$ cat config.mk
export PLATFORM = sky130hd
export DESIGN_NAME = piece_controller
export DESIGN_NICKNAME = d
export VERILOG_FILES = /design/src/rtl/piece_controller.sv
export SDC_FILE = /design/constraint.sdc
export NUM_CORES = 1
export LEC_CHECK = 0
export CORE_MARGIN = 2
export CORE_UTILIZATION = 51
export CTS_CLUSTER_DIAMETER = 150
export DETAILED_ROUTE_END_ITERATION = 8
export GPL_ROUTABILITY_DRIVEN = 0
export PLACE_DENSITY = 0.86
export SLEW_MARGIN = 20
export SYNTH_ARGS = -nofsm -noshare
export SYNTH_HDL_FRONTEND = slang
export SYNTH_SLANG_ARGS = --single-unit
$ cat constraint.sdc
create_clock -name Clk -period 9.1 [get_ports Clk]
set_input_delay 1.82 -clock Clk [delete_from_list [all_inputs] [get_ports Clk]]
set_output_delay 1.82 -clock Clk [all_outputs]
set_load 0.05 [all_outputs]
$ cat src/rtl/piece_controller.sv
// Falling-piece controller for a block-stacking game.
// Holds the active piece (shape, rotation, origin), produces its four cells
// and the four cells of every candidate move, and sequences spawn, fall,
// lock and game-over around the board's legality answers.

package piece_controller_pkg;
   typedef enum logic [2:0] {
      EMPTY   = 3'd0,
      I_BLOCK = 3'd1,
      O_BLOCK = 3'd2,
      T_BLOCK = 3'd3,
      S_BLOCK = 3'd4,
      Z_BLOCK = 3'd5,
      J_BLOCK = 3'd6,
      L_BLOCK = 3'd7
   } block_color;
endpackage

module piece_controller
   import piece_controller_pkg::*;
#(
   parameter int          GRAVITY_FRAMES = 30,
   parameter logic [4:0]  SPAWN_X        = 5'd3
) (
   input  logic        Clk,
   input  logic        Reset,
   input  logic        frame_clk_rising_edge,
   input  logic        key_left,
   input  logic        key_right,
   input  logic        key_down,
   input  logic        key_rot_l,
   input  logic        key_rot_r,
   input  logic [4:0]  can_move,
   input  logic        BOARD_BUSY,
   output logic [19:0] x_block,
   output logic [19:0] y_block,
   output logic [19:0] save_xblock,
   output logic [19:0] save_yblock,
   output logic [19:0] x_move_left,
   output logic [19:0] y_move_left,
   output logic [19:0] x_move_right,
   output logic [19:0] y_move_right,
   output logic [19:0] x_move_down,
   output logic [19:0] y_move_down,
   output logic [19:0] x_rotate_left,
   output logic [19:0] y_rotate_left,
   output logic [19:0] x_rotate_right,
   output logic [19:0] y_rotate_right,
   output logic        get_new_block,
   output block_color  block,
   output logic        game_over
);

   localparam int CW = (GRAVITY_FRAMES > 1) ? $clog2(GRAVITY_FRAMES) : 1;

   typedef enum logic [2:0] {SPAWN, PLACE, WAIT, FALL, LOCK, OVER} state_t;

   state_t          state;
   logic [2:0]      lfsr;
   logic [2:0]      piece;
   logic [1:0]      rot;
   logic [4:0]      ox;
   logic [4:0]      oy;
   logic [CW-1:0]   grav_cnt;
   logic [4:0]      key_prev;
   logic [4:0]      pend;
   logic [4:0]      keys;
   logic [4:0]      rises;
   logic            tick_taken;
   logic            down_due;
   logic [39:0]     cur_cells;
   logic [39:0]     left_cells;
   logic [39:0]     right_cells;
   logic [39:0]     down_cells;
   logic [39:0]     rotl_cells;
   logic [39:0]     rotr_cells;

   // Returns {x fields, y fields} for a piece: rot-0 offsets rotated
   // clockwise rot times inside an N x N box, then added to the origin
   // with 5-bit wraparound. The O piece never rotates.
   function automatic logic [39:0] piece_cells(input logic [2:0] p,
                                               input logic [1:0] r,
                                               input logic [4:0] x0,
                                               input logic [4:0] y0);
      logic [15:0] offs;
      logic [1:0]  dx;
      logic [1:0]  dy;
      logic [1:0]  tmp;
      logic [1:0]  n1;
      logic [1:0]  steps;
      logic [19:0] xs;
      logic [19:0] ys;
      case (p)
         3'd1:    offs = {2'd0,2'd1, 2'd1,2'd1, 2'd2,2'd1, 2'd3,2'd1};
         3'd2:    offs = {2'd1,2'd0, 2'd2,2'd0, 2'd1,2'd1, 2'd2,2'd1};
         3'd3:    offs = {2'd1,2'd0, 2'd0,2'd1, 2'd1,2'd1, 2'd2,2'd1};
         3'd4:    offs = {2'd1,2'd0, 2'd2,2'd0, 2'd0,2'd1, 2'd1,2'd1};
         3'd5:    offs = {2'd0,2'd0, 2'd1,2'd0, 2'd1,2'd1, 2'd2,2'd1};
         3'd6:    offs = {2'd0,2'd0, 2'd0,2'd1, 2'd1,2'd1, 2'd2,2'd1};
         3'd7:    offs = {2'd2,2'd0, 2'd0,2'd1, 2'd1,2'd1, 2'd2,2'd1};
         default: offs = 16'd0;
      endcase
      n1    = (p == 3'd1) ? 2'd3 : 2'd2;
      steps = (p == 3'd2) ? 2'd0 : r;
      xs    = 20'd0;
      ys    = 20'd0;
      for (int i = 0; i < 4; i++) begin
         dx = offs[15 - 4*i -: 2];
         dy = offs[13 - 4*i -: 2];
         for (int s = 0; s < 3; s++) begin
            if (2'(s) < steps) begin
               tmp = dx;
               dx  = n1 - dy;
               dy  = tmp;
            end
         end
         xs[19 - 5*i -: 5] = x0 + {3'b000, dx};
         ys[19 - 5*i -: 5] = y0 + {3'b000, dy};
      end
      return {xs, ys};
   endfunction

   assign cur_cells   = piece_cells(piece, rot,         ox,         oy);
   assign left_cells  = piece_cells(piece, rot,         ox - 5'd1,  oy);
   assign right_cells = piece_cells(piece, rot,         ox + 5'd1,  oy);
   assign down_cells  = piece_cells(piece, rot,         ox,         oy + 5'd1);
   assign rotl_cells  = piece_cells(piece, rot - 2'd1,  ox,         oy);
   assign rotr_cells  = piece_cells(piece, rot + 2'd1,  ox,         oy);

   assign {x_block,        y_block}        = cur_cells;
   assign {x_move_left,    y_move_left}    = left_cells;
   assign {x_move_right,   y_move_right}   = right_cells;
   assign {x_move_down,    y_move_down}    = down_cells;
   assign {x_rotate_left,  y_rotate_left}  = rotl_cells;
   assign {x_rotate_right, y_rotate_right} = rotr_cells;

   assign block = block_color'(piece);

   // Key vector ordered by action priority: rot_r, rot_l, left, right, down.
   assign keys       = {key_rot_r, key_rot_l, key_left, key_right, key_down};
   assign rises      = keys & ~key_prev;
   assign tick_taken = (state == FALL) && frame_clk_rising_edge && !BOARD_BUSY;
   assign down_due   = (grav_cnt == CW'(GRAVITY_FRAMES - 1)) || pend[0];

   // Free-running 3-bit LFSR (x^3+x^2+1) that picks the next piece shape.
   always_ff @(posedge Clk or posedge Reset) begin
      if (Reset) lfsr <= 3'b001;
      else       lfsr <= {lfsr[1:0], lfsr[2] ^ lfsr[1]};
   end

   // Remembers the previous cell set so the board can erase the old piece.
   always_ff @(posedge Clk or posedge Reset) begin
      if (Reset) begin
         save_xblock <= 20'd0;
         save_yblock <= 20'd0;
      end else begin
         save_xblock <= x_block;
         save_yblock <= y_block;
      end
   end

   // Latches key presses until the next frame tick the falling piece consumes.
   always_ff @(posedge Clk or posedge Reset) begin
      if (Reset) begin
         key_prev <= 5'd0;
         pend     <= 5'd0;
      end else if (state != OVER) begin
         key_prev <= keys;
         pend     <= (tick_taken ? 5'd0 : pend) | rises;
      end
   end

   // Piece life cycle: spawn, announce, wait for the board, fall, lock.
   always_ff @(posedge Clk or posedge Reset) begin
      if (Reset) begin
         state         <= SPAWN;
         piece         <= 3'd0;
         rot           <= 2'd0;
         ox            <= 5'd0;
         oy            <= 5'd0;
         grav_cnt      <= '0;
         get_new_block <= 1'b0;
         game_over     <= 1'b0;
      end else begin
         get_new_block <= 1'b0;
         case (state)
            SPAWN: begin
               piece         <= lfsr;
               rot           <= 2'd0;
               ox            <= SPAWN_X;
               oy            <= 5'd0;
               get_new_block <= 1'b1;
               state         <= PLACE;
            end
            PLACE: state <= WAIT;
            WAIT: begin
               if (!BOARD_BUSY) state <= FALL;
            end
            FALL: begin
               if (tick_taken) begin
                  grav_cnt <= down_due ? '0 : grav_cnt + CW'(1);
                  if (pend[4] && can_move[2])      rot <= rot + 2'd1;
                  else if (pend[3] && can_move[1]) rot <= rot - 2'd1;
                  else if (pend[2] && can_move[4]) ox  <= ox - 5'd1;
                  else if (pend[1] && can_move[3]) ox  <= ox + 5'd1;
                  else if (down_due) begin
                     if (can_move[0]) oy    <= oy + 5'd1;
                     else             state <= LOCK;
                  end
               end
            end
            LOCK: begin
               if (oy == 5'd0) begin
                  state     <= OVER;
                  game_over <= 1'b1;
               end else begin
                  state <= SPAWN;
               end
            end
            OVER:    state <= OVER;
            default: state <= SPAWN;
         endcase
      end
   end

endmodule

==> metrics, run 1 <==
commonest cells in the netlist 110 x nand2_1, 98 x ha_1, 91 x nor2_1, 86 x xnor2_1, 77 x dfrtp_1; Finish-stage setup viols 0; CTS H-tree depth 3; WP data arrival 5520 ps; via count 8377; mux share of post-synthesis cell area 1.46%; Pre-Repair DR Iteration Count 6; final hold vios 0; Setup TNS 0 ps; Mapped Cells 1052; critical path launch point type flip-flop; clk_lat worst skew 350 ps; Ant. Diodes 0; most common cell in the netlist nand2_1; CTS Hold Bufs 0; Post-Synth Simple-Gate Area 14.1%; Max Cap Viol 0; CP most frequent cell nand2_1; Register Area 1950 um2; Synth area leaders dfrtp_1 22%, ha_1 14%, xnor2_1 8.6%, fa_1 6.9%, buf_4 5.5%; flops & latches, synth 78; Sink Count 78; Post-route DRC 0; die area 18200 um2; post-synth top area share 22.0%; Net count, final 1386; Seq/Total Area, Yosys 22.3%; post-route ant nets 0; post-CTS setup buffer count 0; Period minus WS final 7340 ps; max-slew violations 0; number of buffers created by CTS 9; Remaining Overflow, GRT 0; Final period util 80.6%; post_cts resized 0; crit end category output port; Wirelength per Cell 18.8 um; run status complete, no violations; adder-cell share of the synthesized area 21.0%; area leader, netlist dfrtp_1; syn_area_per_cell 8.32 um2; fmax 136 MHz; first-pass GRT wire length 43000 um; DP Wirelength 20900 um; main combinational cell family by area after synthesis adder cells; EDFF count, synth 0; die width 135 um; Initial Utilization 52.4%; CTS tree done; WP data required 7280 ps; CP peak stage delay 890 ps; largest fanout on the critical path 48; Root Buffer clkbuf_16; IO Count 299; RSZ-0062 raised after global routing false; wirelength, routed 27600 um; Vias/cell 5.70; Post-synth ARST share 100%; critical path class flip-flop to output port; worst reg-to-reg setup slack 4680 ps; Worst Tran Pin Value 970 ps; PortBufs 298; final instance area 11700 um2; fillcell total 1301; post-synth net total 1194; placed inst area 11400 um2; Clock Pin Slew Worst Setup and Hold Paths 70 ps; clk buf depth 2; Synth Area in XOR/XNOR 13.1%; total track usage 29.8%; post-synthesis compound-gate area fraction 17.3%; initial antenna violation count 0; die height 135 um; HP Class flip-flop to flip-flop; clock skew 17.2 ps; synthesized area 8750 um2; Largest delay share family, worst path buffers and inverters; Yosys cell types 63; Syn. warnings 0; largest net degree at the start of global routing 79; ys flop type dfrtp_1; share of layout cells above drive strength 1 3.68%; vias in the first global route 8070; Core ar. 16700 um2; site row count 47; fin util 69.9%; hold slack 408 ps; Multi-input gate area 5860 um2; Iter 0 DRT Violations 664; slowest CP cell clkdlybuf4s50_1; Cell Chain, Critical Path buf_4 > inv_1 > nand2_1 > ha_1 > nand2_1 > o21ai_0 > a222oi_1 > o21ai_0 > ha_1 > a21o_1 > nand2_1 > xnor2_1 > clkdlybuf4s50_1; Max-Slew Margin vs Limit 33.7%; area grow syn2layout 33.5%; number of buffers and inverters on the critical path 3
## placed cells by master, fill, tap and decap left out, types with 5 or more instances in the layout
| cell type | instances |
|---|---|
| a21o_1 | 32 |
| a21oi_1 | 72 |
| a32o_1 | 6 |
| buf_4 | 10 |
| clkbuf_16 | 9 |
| clkdlybuf4s50_1 | 298 |
| dfrtp_1 | 77 |
| fa_1 | 30 |
| ha_1 | 98 |
| inv_1 | 50 |
| mux2i_1 | 6 |
| nand2_1 | 110 |
| nand2b_1 | 11 |
| nand3_1 | 15 |
| nor2_1 | 91 |
| nor2b_1 | 5 |
| nor3_1 | 15 |
| o211ai_1 | 6 |
| o21a_1 | 8 |
| o21ai_0 | 70 |
| o22ai_1 | 6 |
| o31ai_1 | 5 |
| or2_2 | 9 |
| xnor2_1 | 86 |
| xor2_1 | 45 |
## path summary, 6_finish.rpt
kind                                    to  startpoint  depth (start not counted)
setup / recovery           y_move_left[13]    block[2]                         13
hold / removal                     lfsr[1]     lfsr[0]                          0
setup reg to reg           save_yblock[13]    block[2]                         12
hold reg to reg                    lfsr[1]     lfsr[0]                          0
max in group asynchronous           rot[1]       Reset                          3
min in group asynchronous          pend[1]       Reset                          3
## layout make-up
class | instances | area share [%]
clock buffers | 10 | 1.96
clock inverters | 6 | 0.793
inverters | 52 | 1.68
multi-input cells | 794 | 50.2
flip-flops and latches | 78 | 16.7
well taps | 220 | 2.36
repair buffers | 309 | 26.3
## sequential cells by signal (all words and copies together) (netlist names)
name / count
get_new_block: 1
save_xblock: 20
state: 3
game_over: 1
block: 3
rot: 2
oy: 5
ox: 5
key_prev: 5
grav_cnt: 5
pend: 5
lfsr: 3
save_yblock: 20
## per-stage QoR
step / cells / setup WS, ps
after global placement: 1453 / 2310
after global routing: 1469 / 1570
final: 1469 / 1760
after CTS: 1469 / 1850
after detailed placement: 1453 / 2240
after floorplan: 1052 / 2560
## logic make-up after synthesis
logic type | after synthesis
DFF | 78
AOI/OAI and AO/OA | 244
adders and majority gates | 129
xor gates and xnor gates | 131
buffers and inverters | 180
muxes | 11
and+or+nand+nor | 279
## worst reg2reg max path: cells and delay by family, from the launching register on
| kind | cells | cell delay (ps) |
|---|---|---|
| fa+ha+maj | 2 | 920 |
| flops | 1 | 350 |
| buf+inv | 2 | 690 |
| xor+xnor | 1 | 350 |
| compound gates | 4 | 1210 |
| simple gates | 3 | 780 |
## routing by layer
layer / share of wire (%) / vias up / GRT usage (%)
met5: 0 / - / 0
met1: 40 / 3967 / 37.5
li1: - / 3878 / -
met4: 2.6 / 0 / 9.38
met2: 49 / 473 / 51.3
met3: 8.8 / 59 / 6.23
Power of run 1 is left out: the tool's default activity adds up to more than one toggle a clock period on the data nets, which glitch-free logic cannot reach.
==> run 2: changes to the inputs <==
- CORE_UTILIZATION: 51 -> 47
- PLACE_DENSITY: 0.86 -> 0.8
- clock period: 9.1 -> 7.2 ns (I/O delays scaled with it)
==> run 2 against run 1 <==
Compared with the run above:
- routed wire length up 2.3%
- flip-flop and latch count unchanged
- count of clock-buffer cells in the layout down 1
- clock skew down 6.0 ps
- critical endpoint is now y_move_right[14]
==> metrics, run 2 (synthesis gave the netlist of run 1 again) <==
Met2 Routed Length 13800 um (was 13500 um); total track usage 28.0% (was 29.8%); Setup TNS 0 ps (unchanged); die width 140 um (was 135 um); Root Buffer clkbuf_16 (unchanged); Worst Tran Pin Value 1020 ps (was 970 ps); vias in the first global route 8155 (was 8070); clock skew 11.2 ps (was 17.2 ps); critical path startpoint block[1] (was block[2]); number of buffers created by CTS 9 (unchanged); Post-route DRC 0 (unchanged); Period minus WS final 6550 ps; max-slew violations 0 (unchanged); DP Wirelength 21600 um (was 20900 um); Max Cap Viol 0 (unchanged); post-route ant nets 0 (unchanged); share of layout cells above drive strength 1 4.22% (was 3.68%); most common cell after layout, fill and taps aside clkdlybuf4s50_1 (unchanged); IO Count 299 (unchanged); Core ar. 18100 um2 (was 16700 um2); largest net degree at the start of global routing 79 (unchanged); die area 19700 um2 (was 18200 um2); Largest regs save_xblock x20, save_yblock x20 (unchanged); final hold vios 0 (unchanged); CTS H-tree depth 3 (unchanged); WP data arrival 5110 ps (was 5520 ps); Finish-stage setup viols 0 (unchanged); Clock Pin Slew Worst Setup and Hold Paths 60 ps (was 70 ps); Wirelength per Cell 19.0 um (was 18.8 um); WL met3 2710 um (was 2420 um); largest fanout on the critical path 23 (was 48); post_cts resized 0 (unchanged); Max-Slew Margin vs Limit 31.4% (was 33.7%); critical path launch point type flip-flop (unchanged); CTS tree done (unchanged); via count 8425 (was 8377); Initial Utilization 48.4% (was 52.4%); Top Metal Used met4 (unchanged); first-pass GRT wire length 44100 um (was 43000 um); die height 140 um (was 135 um); Reg-to-Reg Start block[1] (was block[2]); critical path class flip-flop to output port (unchanged); PortBufs 298 (unchanged); run status complete, no violations (unchanged); area grow syn2layout 33.7% (was 33.5%); worst reg-to-reg setup slack 3190 ps (was 4680 ps); crit end category output port (unchanged); most frequent cells in the layout 298 x clkdlybuf4s50_1, 110 x nand2_1, 98 x ha_1 (unchanged); site row count 49 (was 47); fmax 153 MHz; CTS Hold Bufs 0 (unchanged); clk buf depth 2 (unchanged); Pre-Repair DR Iteration Count 7 (was 6); Remaining Overflow, GRT 0 (unchanged); Ant. Diodes 0 (unchanged); WP data required 5760 ps (was 7280 ps); initial antenna violation count 0 (unchanged); Final period util 90.9%; HP Class flip-flop to flip-flop (unchanged); Hold Path Origin lfsr[0] (unchanged); post-CTS setup buffer count 0 (unchanged); clk_lat worst skew 350 ps (about the same); Net count, final 1392 (was 1386); Vias/cell 5.68 (was 5.70); Sink Count 78 (unchanged); RSZ-0062 raised after global routing false (unchanged); Iter 0 DRT Violations 774 (was 664); Met1 Routed Length 11000 um (about the same); wirelength, routed 28200 um (was 27600 um)
[run 2: changes by cell type in the layout (fill, tap and decap cells not counted), sizes merged]
cell,change
inv,+4
clkinvlp,-2
bufinv,-2
clkinv,+1
clkbuf,-1
buf,+6
[run 2: through the flow]
| stage | util, % | std cells | setup WS, ps | hold WS, ps | cell area [um2] |
|---|---|---|---|---|---|
| floorplan | - | 1052 | 1040 | 389 | 8750 |
| global placement | 63.1 | 1468 | 1330 | 390 | 11400 |
| detailed placement | 63.1 | 1468 | 1160 | 393 | 11400 |
| CTS | 64.7 | 1484 | 701 | 402 | 11700 |
| global route | 64.7 | 1484 | 366 | 407 | 11700 |
| finish | 64.7 | 1484 | 654 | 401 | 11700 |
[run 2: path summary, 6_finish.rpt]
check,cells past startpoint,to
setup / recovery,12,y_move_right[14]
hold / removal,0,lfsr[1]
setup reg to reg,11,save_yblock[14]
hold reg to reg,0,lfsr[1]
max in group asynchronous,3,rot[1]
min in group asynchronous,3,save_xblock[5]
[run 2: final cells by class]
class,count,area (um2)
clock buffers,9,225
inverters,52,196
well taps,229,287
flip-flops and latches,78,1950
multi-input cells,794,5860
fillers,1483,6390
clock inverters,7,60.1
repair buffers,315,3110
[run 2: layer usage]
metal | GRT usage (%) | vias up
met5 | 0 | -
met4 | 7.66 | 0
met3 | 6.53 | 72
met2 | 48.7 | 496
met1 | 34.9 | 3953
li1 | - | 3904
[run 2: worst max-delay path, stage by stage, from the launching register on]
cell and delay (ps):
dfrtp_1 760, clkinv_1 460, a21oi_1 270, o22ai_1 120, ha_1 230, nand2_1 60, o21ai_0 80, a222oi_1 600
o21ai_0 410, fa_1 520, nand2_1 90, xnor2_1 250, clkdlybuf4s50_1 900
Power of run 2 is left out for the same reason.
==> run 3: changes to the inputs <==
- CORE_UTILIZATION: 47 -> 51
- PLACE_DENSITY: 0.8 -> 0.86
- clock period: 7.2 -> 8.2 ns (I/O delays scaled with it)
==> run 3 against run 2 <==
Compared with the run above:
- clock skew up 1.9 ps
- global-route usage grew 1.6 points
- count of clock-buffer cells in the layout up 1
- final area shrank 0.31%
- setup slack gained 650 ps
- highest routed layer unchanged
==> metrics, run 3 (synthesis gave the netlist of run 1 again) <==
Largest regs save_xblock x20, save_yblock x20 (unchanged); Finish-stage setup viols 0 (unchanged); Cell Chain, Critical Path buf_4 > nor2b_1 > nand2_1 > ha_1 > nand2_1 > o21ai_0 > a222oi_1 > o21ai_0 > ha_1 > a21o_1 > nand2_1 > xnor2_1 > clkdlybuf4s50_1 (was clkinv_1 > a21oi_1 > o22ai_1 > ha_1 > nand2_1 > o21ai_0 > a222oi_1 > o21ai_0 > fa_1 > nand2_1 > xnor2_1 > clkdlybuf4s50_1); Post-route DRC 0 (unchanged); max-slew violations 0 (unchanged); CTS H-tree depth 3 (unchanged); Register Area 1950 um2 (unchanged); Placed Cells 1455 (was 1468); Max Cap Viol 0 (unchanged); clk_lat worst skew 350 ps (about the same); fmax 145 MHz; area grow syn2layout 33.3% (was 33.7%); Pre-Repair DR Iteration Count 7 (unchanged); Vias/cell 5.74 (was 5.68); initial antenna violation count 0 (unchanged); first-pass GRT wire length 43000 um (was 44100 um); Final period util 84.2%; critical path launch point type flip-flop (unchanged); placed inst area 11400 um2 (about the same); Remaining Overflow, GRT 0 (unchanged); share of layout cells above drive strength 1 3.92% (was 4.22%); final hold vios 0 (unchanged); via count 8442 (was 8425); run status complete, no violations (unchanged); die height 135 um (was 140 um); Initial Utilization 52.4% (was 48.4%); Clock Pin Slew Worst Setup and Hold Paths 60 ps (about the same); total track usage 29.6% (was 28.0%); HP Class flip-flop to flip-flop (unchanged); Top Usage Layer GRT met2 (unchanged); Worst Tran Pin Value 939 ps (was 1020 ps); number of buffers and inverters on the critical path 2 (unchanged); Max-Slew Margin vs Limit 36.9% (was 31.4%); CP most frequent cell nand2_1; CP peak stage delay 890 ps (was 900 ps); site row count 47 (was 49); crit end category output port (unchanged); grt met3 use 7.02% (was 6.53%); Largest delay share family, worst path compound AO/OA/AOI/OAI gates (unchanged); die area 18200 um2 (was 19700 um2); critical path class flip-flop to output port (unchanged); slowest CP cell clkdlybuf4s50_1 (unchanged); clk buf depth 2 (unchanged); Net count, final 1388 (was 1392); post-CTS setup buffer count 0 (unchanged); RSZ-0062 raised after global routing false (unchanged); largest net degree at the start of global routing 79 (unchanged); Root Buffer clkbuf_16 (unchanged); WP data required 6560 ps (was 5760 ps); die width 135 um (was 140 um); CTS tree done (unchanged); Setup TNS 0 ps (unchanged); Core ar. 16700 um2 (was 18100 um2); WP data arrival 5260 ps (was 5110 ps); IO Count 299 (unchanged); Period minus WS final 6900 ps; final instance area 11700 um2 (about the same); post_cts resized 0 (unchanged); Multi-input gate area 5860 um2 (unchanged); DP Wirelength 21100 um (was 21600 um); Wirelength per Cell 18.6 um (was 19.0 um); clock skew 13.1 ps (was 11.2 ps); Sink Count 78 (unchanged); vias in the first global route 7990 (was 8155); grt met1 use 37.2% (was 34.9%); fillcell total 1311 (was 1483); routing usage on met2 51.1% (was 48.7%); wirelength, routed 27300 um (was 28200 um); most common cell after layout, fill and taps aside clkdlybuf4s50_1 (unchanged); post-route ant nets 0 (unchanged); PortBufs 298 (unchanged); Layout Cells excl Fill 1471 (was 1484); CTS Hold Bufs 0 (unchanged); number of buffers created by CTS 9 (unchanged); Ant. Diodes 0 (unchanged); Iter 0 DRT Violations 746 (was 774); most frequent cells in the layout 298 x clkdlybuf4s50_1, 110 x nand2_1, 98 x ha_1 (unchanged); largest fanout on the critical path 35 (was 23)
## run 3: cell count changes in the layout (fill, tap and decap cells not counted)
cell | previous run | this run
buf_4 | 16 | 12
clkbuf_8 | 0 | 1
clkinv_2 | 2 | 1
clkinv_4 | 0 | 2
clkinvlp_4 | 0 | 1
inv_6 | 5 | 3
inv_8 | 1 | 0
## run 3: layout make-up
| cell class | instances | share of cell area, % |
|---|---|---|
| Inverter | 52 | 1.68 |
| Clock inverter | 6 | 0.440 |
| Timing Repair Buffer | 311 | 26.4 |
| Tap cell | 220 | 2.36 |
| Clock buffer | 10 | 2.05 |
| Sequential cell | 78 | 16.7 |
| Multi-Input combinational cell | 794 | 50.3 |
## run 3: final timing paths
check                         start               to  slack (ps)  depth (start not counted)
max                        block[0]      y_block[13]        1300                         13
min                         lfsr[1]          lfsr[2]         420                          0
max reg2reg                block[0]  save_yblock[13]        4040                         12
min reg2reg                 lfsr[1]          lfsr[2]         420                          0
max in group asynchronous     Reset  save_yblock[17]        5900                          3
min in group asynchronous     Reset          pend[1]        1820                          3
## run 3: metal layers
metal / vias up / wire length (um) / part of all wire (%)
li1: 3882 / - / -
met1: 3973 / 10800 / 39
met2: 501 / 13100 / 48
met3: 86 / 2660 / 9.7
met4: 0 / 803 / 2.9
met5: - / 0 / 0
## run 3: through the flow
| stage | util (%) | hold slack [ps] | worst slack [ps] |
|---|---|---|---|
| final | 69.8 | 422 | 1300 |
| after global placement | 68.1 | 397 | 2040 |
| after CTS | 69.8 | 425 | 1410 |
| after detailed placement | 68.1 | 402 | 1870 |
| after global routing | 69.8 | 429 | 1010 |
| after floorplan | - | 389 | 1840 |
Power of run 3 is left out for the same reason.
